**src/rtl/act_buf_filler_if.sv**
```systemverilog
// Signal bundle for the activation buffer fill stage: control, input stream and buffer write port.
interface act_buf_filler_if #(
  parameter int unsigned ADDR_WIDTH = 8,
  parameter int unsigned ACT_WIDTH  = 1024,
  parameter int unsigned IN_WIDTH   = 64
);
  logic                  start;
  logic [ADDR_WIDTH-1:0] base_addr;
  logic [ADDR_WIDTH-1:0] num_tiles;
  logic                  in_valid;
  logic                  in_ready;
  logic [IN_WIDTH-1:0]   in_data;
  logic                  buf_wr_en;
  logic [ADDR_WIDTH-1:0] buf_wr_addr;
  logic [ACT_WIDTH-1:0]  buf_wr_data;
  logic                  busy;
  logic                  done;

  modport master (
    output start, base_addr, num_tiles, in_valid, in_data,
    input  in_ready, buf_wr_en, buf_wr_addr, buf_wr_data, busy, done
  );

  modport slave (
    input  start, base_addr, num_tiles, in_valid, in_data,
    output in_ready, buf_wr_en, buf_wr_addr, buf_wr_data, busy, done
  );
endinterface

```
**src/rtl/act_buf_filler.sv**
```systemverilog
// Packs ACT_WIDTH/IN_WIDTH narrow stream words into full activation lines and writes them
// to consecutive buffer addresses starting at a programmed base.
module act_buf_filler #(
  parameter int unsigned ADDR_WIDTH = 8,
  parameter int unsigned ACT_WIDTH  = 1024,
  parameter int unsigned IN_WIDTH   = 64
) (
  input logic              clk,
  input logic              rst_n,
  act_buf_filler_if.slave  bus
);
  localparam int unsigned WORDS = ACT_WIDTH / IN_WIDTH;
  localparam int unsigned WCW   = (WORDS > 1) ? $clog2(WORDS) : 1;
  localparam logic [WCW-1:0] LastWord = WCW'(WORDS - 1);

  typedef enum logic [1:0] {StIdle, StFill, StWrite} state_e;

  state_e                state_q, state_d;
  logic [WCW-1:0]        word_cnt_q, word_cnt_d;
  logic [ADDR_WIDTH:0]   tile_cnt_q, tile_cnt_d;
  logic [ADDR_WIDTH:0]   tile_next;
  logic [ADDR_WIDTH-1:0] base_q, base_d;
  logic [ADDR_WIDTH-1:0] num_q, num_d;
  logic [ACT_WIDTH-1:0]  line_q, line_d;
  logic                  in_ready_q, in_ready_d;
  logic                  wr_en_q, wr_en_d;
  logic [ADDR_WIDTH-1:0] wr_addr_q, wr_addr_d;
  logic [ACT_WIDTH-1:0]  wr_data_q, wr_data_d;
  logic                  busy_q, busy_d;
  logic                  done_q, done_d;

  // Extra bit so num_tiles = 2^ADDR_WIDTH-1 terminates without wrapping the compare.
  assign tile_next = tile_cnt_q + 1'b1;

  always_comb begin
    state_d    = state_q;
    word_cnt_d = word_cnt_q;
    tile_cnt_d = tile_cnt_q;
    base_d     = base_q;
    num_d      = num_q;
    line_d     = line_q;
    in_ready_d = in_ready_q;
    wr_en_d    = 1'b0;
    wr_addr_d  = wr_addr_q;
    wr_data_d  = wr_data_q;
    busy_d     = busy_q;
    done_d     = 1'b0;

    unique case (state_q)
      StIdle: begin
        if (bus.start) begin
          if (bus.num_tiles != '0) begin
            base_d     = bus.base_addr;
            num_d      = bus.num_tiles;
            word_cnt_d = '0;
            tile_cnt_d = '0;
            busy_d     = 1'b1;
            in_ready_d = 1'b1;
            state_d    = StFill;
          end else begin
            done_d = 1'b1;
          end
        end
      end
      StFill: begin
        if (bus.in_valid && in_ready_q) begin
          for (int k = 0; k < WORDS; k++) begin
            if (word_cnt_q == WCW'(k)) line_d[k*IN_WIDTH +: IN_WIDTH] = bus.in_data;
          end
          if (word_cnt_q == LastWord) begin
            wr_en_d    = 1'b1;
            wr_addr_d  = base_q + tile_cnt_q[ADDR_WIDTH-1:0];
            wr_data_d  = line_d;
            in_ready_d = 1'b0;
            state_d    = StWrite;
          end else begin
            word_cnt_d = word_cnt_q + 1'b1;
          end
        end
      end
      StWrite: begin
        word_cnt_d = '0;
        if (tile_next < {1'b0, num_q}) begin
          tile_cnt_d = tile_next;
          in_ready_d = 1'b1;
          state_d    = StFill;
        end else begin
          busy_d     = 1'b0;
          in_ready_d = 1'b0;
          done_d     = 1'b1;
          state_d    = StIdle;
        end
      end
      default: state_d = StIdle;
    endcase
  end

  always_ff @(posedge clk or negedge rst_n) begin
    if (!rst_n) begin
      state_q    <= StIdle;
      word_cnt_q <= '0;
      tile_cnt_q <= '0;
      base_q     <= '0;
      num_q      <= '0;
      line_q     <= '0;
      in_ready_q <= 1'b0;
      wr_en_q    <= 1'b0;
      wr_addr_q  <= '0;
      wr_data_q  <= '0;
      busy_q     <= 1'b0;
      done_q     <= 1'b0;
    end else begin
      state_q    <= state_d;
      word_cnt_q <= word_cnt_d;
      tile_cnt_q <= tile_cnt_d;
      base_q     <= base_d;
      num_q      <= num_d;
      line_q     <= line_d;
      in_ready_q <= in_ready_d;
      wr_en_q    <= wr_en_d;
      wr_addr_q  <= wr_addr_d;
      wr_data_q  <= wr_data_d;
      busy_q     <= busy_d;
      done_q     <= done_d;
    end
  end

  assign bus.in_ready    = in_ready_q;
  assign bus.buf_wr_en   = wr_en_q;
  assign bus.buf_wr_addr = wr_addr_q;
  assign bus.buf_wr_data = wr_data_q;
  assign bus.busy        = busy_q;
  assign bus.done        = done_q;
endmodule
```
**src/flat_wrapper.sv**
```systemverilog
// flat-port wrapper written by rule: the top's interface ports become plain ports
module act_buf_filler_flat 
#(
  parameter int unsigned ADDR_WIDTH = 8,
  parameter int unsigned ACT_WIDTH  = 1024,
  parameter int unsigned IN_WIDTH   = 64
)
  (clk, rst_n, bus_start, bus_base_addr, bus_num_tiles, bus_in_valid, bus_in_data, bus_in_ready, bus_buf_wr_en, bus_buf_wr_addr, bus_buf_wr_data, bus_busy, bus_done);
  act_buf_filler_if #(.ADDR_WIDTH(ADDR_WIDTH), .ACT_WIDTH(ACT_WIDTH), .IN_WIDTH(IN_WIDTH)) bus_i ();
  input logic clk;
  input logic rst_n;
  input wire logic [$bits(bus_i.start)-1:0] bus_start;
  input wire logic [$bits(bus_i.base_addr)-1:0] bus_base_addr;
  input wire logic [$bits(bus_i.num_tiles)-1:0] bus_num_tiles;
  input wire logic [$bits(bus_i.in_valid)-1:0] bus_in_valid;
  input wire logic [$bits(bus_i.in_data)-1:0] bus_in_data;
  output wire logic [$bits(bus_i.in_ready)-1:0] bus_in_ready;
  output wire logic [$bits(bus_i.buf_wr_en)-1:0] bus_buf_wr_en;
  output wire logic [$bits(bus_i.buf_wr_addr)-1:0] bus_buf_wr_addr;
  output wire logic [$bits(bus_i.buf_wr_data)-1:0] bus_buf_wr_data;
  output wire logic [$bits(bus_i.busy)-1:0] bus_busy;
  output wire logic [$bits(bus_i.done)-1:0] bus_done;
  assign bus_i.start = bus_start;
  assign bus_i.base_addr = bus_base_addr;
  assign bus_i.num_tiles = bus_num_tiles;
  assign bus_i.in_valid = bus_in_valid;
  assign bus_i.in_data = bus_in_data;
  assign bus_in_ready = bus_i.in_ready;
  assign bus_buf_wr_en = bus_i.buf_wr_en;
  assign bus_buf_wr_addr = bus_i.buf_wr_addr;
  assign bus_buf_wr_data = bus_i.buf_wr_data;
  assign bus_busy = bus_i.busy;
  assign bus_done = bus_i.done;
  act_buf_filler #(.ADDR_WIDTH(ADDR_WIDTH), .ACT_WIDTH(ACT_WIDTH), .IN_WIDTH(IN_WIDTH)) u_core (.clk(clk), .rst_n(rst_n), .bus(bus_i));
endmodule
```
**config.mk**
```make
export PLATFORM = sky130hd
export DESIGN_NAME = act_buf_filler_flat
export DESIGN_NICKNAME = d
export VERILOG_FILES = /design/src/rtl/act_buf_filler_if.sv /design/src/rtl/act_buf_filler.sv /design/src/flat_wrapper.sv
export SDC_FILE = /design/constraint.sdc
export NUM_CORES = 2
export LEC_CHECK = 0
export BUFFER_PORTS_ARGS = -buffer_cell sky130_fd_sc_hd__buf_2
export CORE_UTILIZATION = 46
export DETAILED_ROUTE_END_ITERATION = 6
export PLACE_DENSITY = 0.66
export SYNTH_ARGS = -nofsm -noshare
export SYNTH_HDL_FRONTEND = slang
export SYNTH_SLANG_ARGS = --single-unit
```
**constraint.sdc**
```tcl
create_clock -name clk -period 5.91 [get_ports clk]
set_input_delay 0.2955 -clock clk [delete_from_list [all_inputs] [get_ports clk]]
set_output_delay 0.2955 -clock clk [all_outputs]
set_load 0.01 [all_outputs]
```
==> key figures <==
Synthesis
  • EDFF count, synth: 0
  • Mapped Cells: 6,926
  • Cell Area, Synth: 0.0844 mm2
  • Most common flop cell mapped by yosys: dfrtp_1
  • Syn avg cell area: 12.2 um2
  • #FFs+latches synth: 2,027
  • Distinct cells, synth: 54
  • Yosys warning total: 0
  • Async SR Flop Fraction: 100%
  • Seq/Total Area, Yosys: 60.1%
  • Syn nets: 7,030

Setup path
  • Critical path endpoint category: register
  • CP max FO: 126
  • WP data required: 6.60 ns
  • Worst Setup SP: u_core.word_cnt_q[0]$_DFFE_PN0P_
  • Worst path arrival time: 4.53 ns
  • Setup crit end: u_core.bus.buf_wr_data[851]$_DFFE_PN0P_
  • R2r startpoint: u_core.word_cnt_q[0]$_DFFE_PN0P_
  • Crit start category: register
  • Crit Path Class: reg -> reg
  • R2R Setup Slk: 2.08 ns
  • RR Endpoint: u_core.bus.buf_wr_data[851]$_DFFE_PN0P_
  • Worst R2R Path Depth: 6

Place
  • Dpl hpwl: 164,000 um
  • IO buf count: 1,119
  • GPL Wtd Cong: 0.829
  • Dpl ws: 2.05 ns

Clock tree
  • Clk_lat worst skew: 0.88 ns
  • Maximum clock path buffer count: 3
  • Post-CTS Resized: 0
  • Clk sink count: 2,027
  • CTS tree: done
  • H-Tree Level Count: 4
  • CTS clk-pin slew, worst paths: 0.06 ns
  • CTS Buf Count: 209
  • Clk root buf: clkbuf_16

Global routing
  • All-Layer GR Usage: 27.5%
  • Initial antenna violation count: 0
  • First-pass GRT wire length: 379,000 um
  • Vias in the first global route: 56.6k
  • Largest net degree at the start of global routing: 261
  • Grt ovf: 0

Timing
  • Fin Clk Skew: 0.0424 ns
  • Final setup violating endpoints: 0
  • Slew Limit Fails: 0
  • F_max: 261 MHz
  • Fin. Hold Viols: 0
  • Setup TNS: 0 ns
  • Worst-Margin Slew: 1.26 ns
  • Final Worst Setup Slack: 2.08 ns
  • Fin crit share: 64.9%
  • Fin crit period: 3.83 ns
  • RSZ-0062 raised after global routing: no
  • WHS: 0.0655 ns
  • Worst slew margin: 15.8%

Route
  • Routed length per instance: 24.8 um
  • First-pass iteration count of the detailed router: 7
  • Final ANT Viol Nets: 0
  • Final wirelength: 257,000 um
  • Avg Vias per Cell: 5.45
  • Remaining DRCs: 0
  • Iter 0 DRT Violations: 4,019
  • Vias post-DR: 56.4k

Run
  • Max cap viols: 0

Die
  • Core area: 0.182 mm2
  • Die area: 0.185 mm2
  • Die width: 430 um
  • Initial Util: 46.5%
  • # rows: 156
  • Io pins: 1,120
  • Die Y: 430 um

Cells and area
  • Final net count: 7,906
  • Most common cell after layout, fill and taps aside: dfrtp_1
  • Commonest non-fill, non-tap cells in the layout: dfrtp_1, nand2_1, buf_2
  • Area growth from synthesis to layout: 18.1%
  • Layout cells sized above 1: 32.1%

Status
  • Status: completed

Power and ir drop
  • Sw frac: 28.4%
  • Switching power: 11.5 mW
  • Power density over cell area: 406 mW/mm2
  • Sequential power share: 45.6%
  • Pleak: 53.3 nW
  • Share of power burned in combinational logic: 20.3%
  • Clock power share: 34.1%
  • Internal power: 29.0 mW
  • Total power: 40.5 mW
  • Peak supply drop: 0.265 mV

Hold path
  • HP Class: in -> reg
  • Hold depth: 3
-- sequential cells by signal, indices dropped and copies added, names as in the netlist --
signal	cells
u_core.line_q	960
u_core.state_q	2
u_core.word_cnt_q	4
u_core.base_q	8
u_core.bus.buf_wr_data	1024
u_core.bus.buf_wr_addr	8
u_core.tile_cnt_q	9
u_core.bus.in_ready	1
u_core.num_q	8
u_core.bus.busy	1
u_core.bus.buf_wr_en	1
u_core.bus.done	1
-- worst min path at each step --
| stage | startpoint | endpoint |
|---|---|---|
| after global placement | rst_n | u_core.line_q[132]$_DFFE_PN0P_ |
| after detailed placement | rst_n | u_core.line_q[132]$_DFFE_PN0P_ |
| after floorplan | rst_n | u_core.base_q[0]$_DFFE_PN0P_ |
| after global routing | bus_in_data[36] | u_core.bus.buf_wr_data[996]$_DFFE_PN0P_ |
| final | bus_in_data[36] | u_core.bus.buf_wr_data[996]$_DFFE_PN0P_ |
| after CTS | bus_in_data[24] | u_core.bus.buf_wr_data[984]$_DFFE_PN0P_ |
-- worst max-delay path: stages, from the launching register on --
cell and delay [ns]:
dfrtp_1 0.45, ha_1 0.35, and3_1 0.33, nand2_4 0.59, buf_4 0.67, buf_4 0.93, o21ai_0 0.26
-- stage by stage --
stage	cells	area (um2)	util [%]
2_1_floorplan	6926	84400	-
3_3_place_gp	9875	91500	50.4
3_5_place_dp	9875	91500	50.4
4_1_cts	10400	99700	54.9
5_1_grt	10400	99700	54.9
6_report	10400	99700	54.9
-- layout make-up --
cell class / count / area [um2]
diodes: 2 / 5.00
clock buffers: 312 / 6210
clock inverters: 78 / 1080
fillers: 15500 / 81900
inverters: 19 / 73.8
multi-input cells: 4250 / 31200
flip-flops and latches: 2027 / 50700
well taps: 2370 / 2970
repair buffers: 1295 / 7440
-- cell usage after synthesis (5+ instances only) --
cell,count,area share (%)
a21oi_1,6,0.036
and2_1,7,0.052
buf_1,43,0.19
buf_2,178,1.1
clkbuf_1,406,1.8
dfrtp_1,2027,60
ha_1,19,0.28
inv_1,18,0.080
mux2_2,968,13
mux2i_1,961,11
nand2_1,1202,5.3
nand3_1,8,0.047
nor2_1,20,0.089
nor2_2,10,0.074
o21ai_0,984,5.8
xnor2_1,5,0.052
xor2_1,7,0.073
-- cells by family (layout without fill, tap and decap cells) --
| logic type | count (synthesis) | in the layout | synth area share (%) |
|---|---|---|---|
| muxes | 1929 | 1929 | 24.3 |
| xor gates and xnor gates | 12 | 12 | 0.125 |
| and+or+nand+nor | 1274 | 1274 | 5.83 |
| DFF | 2027 | 2027 | 60.1 |
| buffers and inverters | 649 | 1704 | 3.16 |
| other | 0 | 2 | 0 |
| AOI/OAI and AO/OA | 1015 | 1015 | 6.12 |
| adders and majority gates | 20 | 20 | 0.306 |
-- power by group through the flow --
stage	Clock, mW	Sequential, mW	Combinational [mW]
floorplan	0	18.5	5.53
global placement	0	18.5	8.01
detailed placement	0	18.7	8.22
CTS	14.0	18.4	8.31
global route	14.6	18.8	8.96
finish	13.8	18.5	8.23
-- metal layers --
metal  global-route usage [%]  routed length (um)  part of all wire (%)  up-vias
met2                     43.5              120000                    47     1574
met3                     4.88               12800                   5.0      538
li1                         -                   -                     -    25400
met1                     35.1              106000                    41    28900
met5                        0                   0                     0        -
met4                     17.4               18000                   7.0        0
-- repair_timing --
item | in CTS | in global routing
setup buffers | 0 | 0
hold buffers | 86 | 0
endpoints found under the hold margin | 185 | 0
Power figures use the tool's default switching activity.
